File: config.mk
export PLATFORM = sky130hd
export DESIGN_NAME = numlength_bcd_seq
export DESIGN_NICKNAME = d
export VERILOG_FILES = /design/src/rtl/numlength_bcd_seq.sv
export SDC_FILE = /design/constraint.sdc
export NUM_CORES = 1
export LEC_CHECK = 0
export BUFFER_PORTS_ARGS = -buffer_cell sky130_fd_sc_hd__buf_2
export CAP_MARGIN = 25
export CORE_UTILIZATION = 30
export CTS_BUF_LIST = sky130_fd_sc_hd__clkbuf_2
export DETAILED_ROUTE_END_ITERATION = 10
export MAX_ROUTING_LAYER = met4
export PLACE_DENSITY = 0.53
export SLEW_MARGIN = 20
export SYNTH_ARGS = -nofsm -noshare
export SYNTH_HDL_FRONTEND = slang
export SYNTH_SLANG_ARGS = --single-unit
File: constraint.sdc
create_clock -name clk -period 3.8 [get_ports clk]
set_input_delay 0.38 -clock clk [delete_from_list [all_inputs] [get_ports clk]]
set_output_delay 0.38 -clock clk [all_outputs]
set_load 0.01 [all_outputs]
File: src/rtl/numlength_bcd_seq.sv
// Sequential signed-binary to BCD converter (double dabble, one bit per clock) with digit count
// and overflow. Define NUMLEN_LEADING_BLANK_EN to drive digits above the length with blank code F.
module numlength_bcd_seq #(
    parameter int unsigned WIDTH      = 22,
    parameter int unsigned MAX_DIGITS = 6
) (
    input  logic                    clk,
    input  logic                    reset_n,
    input  logic                    start,
    input  logic [WIDTH-1:0]        binary_num,
    output logic                    ready,
    output logic                    done,
    output logic                    negative,
    output logic [4*MAX_DIGITS-1:0] bcd,
    output logic [3:0]              length,
    output logic                    overflow
);

    localparam int unsigned BW = 4 * MAX_DIGITS;
    localparam int unsigned CW = $clog2(WIDTH + 1);

    function automatic logic [63:0] pow10(input int unsigned n);
        logic [63:0] p;
        p = 64'd1;
        for (int unsigned i = 0; i < n; i++) begin
            p = p * 64'd10;
        end
        return p;
    endfunction

    localparam logic [63:0] MAX_MAG = pow10(MAX_DIGITS) - 64'd1;

    typedef enum logic [1:0] {
        StIdle,
        StConv,
        StFin
    } state_t;

    state_t          state_q;
    logic [CW-1:0]   cnt_q;
    logic [WIDTH-1:0] mag_q;
    logic [BW-1:0]   work_q;
    logic            neg_work_q;
    logic            ovf_work_q;

    logic [WIDTH-1:0] mag_in;
    logic             ovf_in;
    logic [BW-1:0]    adj;
    logic [BW-1:0]    work_next;
    logic [WIDTH-1:0] mag_next;
    logic [3:0]       len_c;
    logic [3:0]       len_fin;
    logic [BW-1:0]    bcd_base;
    logic [BW-1:0]    bcd_fin;

    // Negating in WIDTH bits maps the most negative value to 2^(WIDTH-1) as unsigned.
    always_comb begin
        mag_in = binary_num[WIDTH-1] ? (~binary_num + 1'b1) : binary_num;
        ovf_in = 64'(mag_in) > MAX_MAG;
    end

    always_comb begin
        adj = work_q;
        for (int i = 0; i < int'(MAX_DIGITS); i++) begin
            if (work_q[4*i +: 4] >= 4'd5) begin
                adj[4*i +: 4] = work_q[4*i +: 4] + 4'd3;
            end
        end
        // Bits leaving the top digit are dropped; the overflow compare already covers them.
        work_next = {adj[BW-2:0], mag_q[WIDTH-1]};
        mag_next  = {mag_q[WIDTH-2:0], 1'b0};
    end

    always_comb begin
        len_c = 4'd1;
        for (int i = 0; i < int'(MAX_DIGITS); i++) begin
            if (work_q[4*i +: 4] != 4'd0) begin
                len_c = 4'(i + 1);
            end
        end
        len_fin = ovf_work_q ? 4'(MAX_DIGITS) : len_c;
        bcd_base = work_q;
        if (ovf_work_q) begin
            for (int i = 0; i < int'(MAX_DIGITS); i++) begin
                bcd_base[4*i +: 4] = 4'd9;
            end
        end
`ifdef NUMLEN_LEADING_BLANK_EN
        bcd_fin = bcd_base;
        for (int i = 0; i < int'(MAX_DIGITS); i++) begin
            if (i >= int'(len_fin)) begin
                bcd_fin[4*i +: 4] = 4'hF;
            end
        end
`else
        bcd_fin = bcd_base;
`endif
    end

    always_ff @(posedge clk or negedge reset_n) begin
        if (!reset_n) begin
            state_q    <= StIdle;
            cnt_q      <= '0;
            mag_q      <= '0;
            work_q     <= '0;
            neg_work_q <= 1'b0;
            ovf_work_q <= 1'b0;
            ready      <= 1'b1;
            done       <= 1'b0;
            negative   <= 1'b0;
            bcd        <= '0;
            length     <= 4'd1;
            overflow   <= 1'b0;
        end else begin
            done <= 1'b0;
            unique case (state_q)
                StIdle: begin
                    if (start) begin
                        mag_q      <= mag_in;
                        work_q     <= '0;
                        neg_work_q <= binary_num[WIDTH-1];
                        ovf_work_q <= ovf_in;
                        cnt_q      <= '0;
                        ready      <= 1'b0;
                        state_q    <= StConv;
                    end
                end
                StConv: begin
                    work_q <= work_next;
                    mag_q  <= mag_next;
                    cnt_q  <= cnt_q + 1'b1;
                    if (cnt_q == CW'(WIDTH - 1)) begin
                        state_q <= StFin;
                    end
                end
                StFin: begin
                    bcd      <= bcd_fin;
                    length   <= len_fin;
                    overflow <= ovf_work_q;
                    negative <= neg_work_q;
                    done     <= 1'b1;
                    ready    <= 1'b1;
                    state_q  <= StIdle;
                end
                default: state_q <= StIdle;
            endcase
        end
    end

endmodule

==> metrics.txt <==
Synthesized Nets 544; GRT Util Overall 0.1441; number of global-route vias before repair 3,722; H-tree depth 3; share of the synthesized area in the top cell type 0.4500; nets 584; Pwr Density 634.3 mW/mm²; grt peak-use layer met2; Pleak 2.410 nW; Max clock buf depth 2; Mapped Cells 503; Setup TNS 0 ps; synth warn 0; Inst Count DP 719; top cells by area, synth dfrtp_1 (45%), o21ai_0 (7.1%), nand2_1 (5.3%); Die Y-Extent 126.8 µm; Post-synth top flop dfrtp_1; Synth area leader dfrtp_1; Synth cell types 53; Avg Synthesized Cell Area 9.286 µm²; count of final hold-check violations 0; Worst VDD drop 0.1656 mV; met1 Resource Use GR 0.1934; Net Sw Frac 0.4204; PortBufs 55; status finished, final reports clean; Post-CTS Setup Bufs 0; post-cts sizing count 0; Initial Utilization 0.3072; clock buffer count from CTS 9; mapped cell area 0.004671 mm²; Starting DRT DRC Count 210; via count 3,766; CP Capture Type flip-flop; cells on worst reg2reg path 6; hold crit path type input port to flip-flop; sequential fraction of the synthesis area 0.4613; Final min period 2133 ps; GRT overflow 0; commonest non-fill, non-tap cell in the layout dfrtp_1; Final Util 0.3430; number of synthesized flops with an enable pin 0; Clock Skews 28.03 ps; CTS root buf clkbuf_2; Placeable Area 0.01520 mm²; drt drc 0; Vias per Instance 5.110; die area 0.01607 mm²; Post-synth ARST share 1.000; Detail Placement HPWL 7410 µm; clock share of power 0.127; largest net degree at the start of global routing 64; global-route wire length before repair 18,230 µm; fin crit share 0.5613; top-level I/O count 57; Worst-path clk slew 250 ps; final wirelength 10,500 µm; Slew headroom 0.4021; number of max-cap violations 0; Worst EP arrival 2620 ps; WHS Path Cells 4; Clock Sinks 86; met3 Resource Use GR 0.03712; internal power 1.917 mW; post-route ant nets 0; RSZ-0062 raised after global routing no; Seq pwr share 0.472; layout cells sized above 1 0.1715; placed inst area 0.005104 mm²; global placement routability congestion 0.8025; final instance area 0.005214 mm²; Critical Path Start Type flip-flop; CP Class flip-flop to flip-flop; initial antenna violation count 1; CTS tree done; routed len/inst 14.25 µm; chip width 126.8 µm; GR Util met2 0.2200; Combinational Power Share 0.401; Max Clk Rate 468.8 MHz; Area Growth Syn to Fin 11.63%; Final Max Slew Viols 0; crit-path max FO 45; final setup violation count 0; commonest non-fill, non-tap cells in the layout dfrtp_1 (84), nand2_1 (66), o21ai_0 (66); drt first pass iters 4; Required @ worst endpoint 4280 ps; num rows 45; Pwr Total 3.307 mW; Non-Filler Instances 737; clk_lat worst skew 550 ps; flops & latches, synth 86; total net switching power 1.390 mW; worst slew pin tran 896.8 ps
==> registers in the layout, summed over array words and instances (netlist names), 2 cells and up <==
signal and flops:
work_q 24, bcd 24, state_q 2, length 3, cnt_q 5, mag_q 22
==> stage by stage <==
stage               hold slack, ps  worst slack (ps)
finish                       122.6              1667
global route                 73.24              1479
CTS                          58.32              1656
detailed placement           450.3              1446
global placement             447.5              1511
floorplan                    84.41              1816
==> path summary, 6_finish.rpt <==
kind,startpoint,endpoint,slack (ps)
max in group asynchronous,reset_n,length[0]$_DFFE_PN1P_,2510
min in group asynchronous,reset_n,bcd[4]$_DFFE_PN0P_,420
worst min-delay path,start,ready$_DFFE_PN1P_,120
worst max register to register,state_q[1]$_DFFE_PN0P_,ovf_work_q$_DFFE_PN0P_,1670
worst min register to register,bcd[8]$_DFFE_PN0P_,bcd[8]$_DFFE_PN0P_,500
worst max-delay path,state_q[1]$_DFFE_PN0P_,ovf_work_q$_DFFE_PN0P_,1670
==> repair_timing <==
| item | 4_1_cts | 5_1_grt |
|---|---|---|
| hold buffers | 1 | 0 |
| endpoints found under the hold margin | 61 | 0 |
| endpoints found under the setup margin | 0 | 0 |
==> final cells by class <==
class | instances | area, µm²
Antenna cell | 1 | 2.502
Sequential cell | 86 | 2155
Tap cell | 188 | 235.2
Clock buffer | 10 | 50.05
Clock inverter | 6 | 47.55
Fill cell | 1598 | 9988
Multi-Input combinational cell | 364 | 2316
Timing Repair Buffer | 62 | 332.8
Inverter | 20 | 75.07
==> cell usage after synthesis, types with 5 or more instances <==
library cell	count
nand3_1	24
a32o_1	6
nand4_1	5
nor3b_1	6
or3_1	5
a22oi_1	17
clkbuf_1	30
xnor2_1	16
inv_1	20
nor2_1	20
o21ai_0	66
a21oi_1	20
nand2b_1	15
ha_1	16
o31ai_1	20
dfrtp_1	84
nand2_1	66
xor2_1	13
==> cells by family (layout without fill, tap and decap cells) <==
| logic type | Yosys count | in the layout | synth area share |
|---|---|---|---|
| AOI/OAI and AO/OA | 146 | 146 | 0.1980 |
| xor gates and xnor gates | 29 | 29 | 0.05438 |
| adders and majority gates | 16 | 16 | 0.04286 |
| buffers and inverters | 53 | 98 | 0.04340 |
| DFF | 86 | 86 | 0.4613 |
| muxes | 3 | 3 | 0.006429 |
| other | 1 | 2 | 0.0008029 |
| and+or+nand+nor | 169 | 169 | 0.1929 |
==> worst max-delay path: stages (launching register included) <==
cell	delay, ps
dfrtp_1	470
or3b_2	850
nor3_1	330
o31ai_1	130
nand3_2	100
nor2_2	50
a21oi_2	130
==> power groups by stage <==
stage / sequential, mW / combinational (mW) / clock (mW)
after floorplan: 1.50 / 1.01 / 0
after global placement: 1.57 / 1.30 / 0
after detailed placement: 1.58 / 1.34 / 0
after CTS: 1.56 / 1.35 / 0.447
after global routing: 1.62 / 1.54 / 0.475
final: 1.56 / 1.33 / 0.420
==> layer usage <==
metal  vias to the layer above  share of wire
li1                       1871              -
met1                      1804           0.52
met2                        87           0.43
met3                         4          0.047
met4                         0         0.0052
met5                         -              0
(Power assumes the default switching activity.)
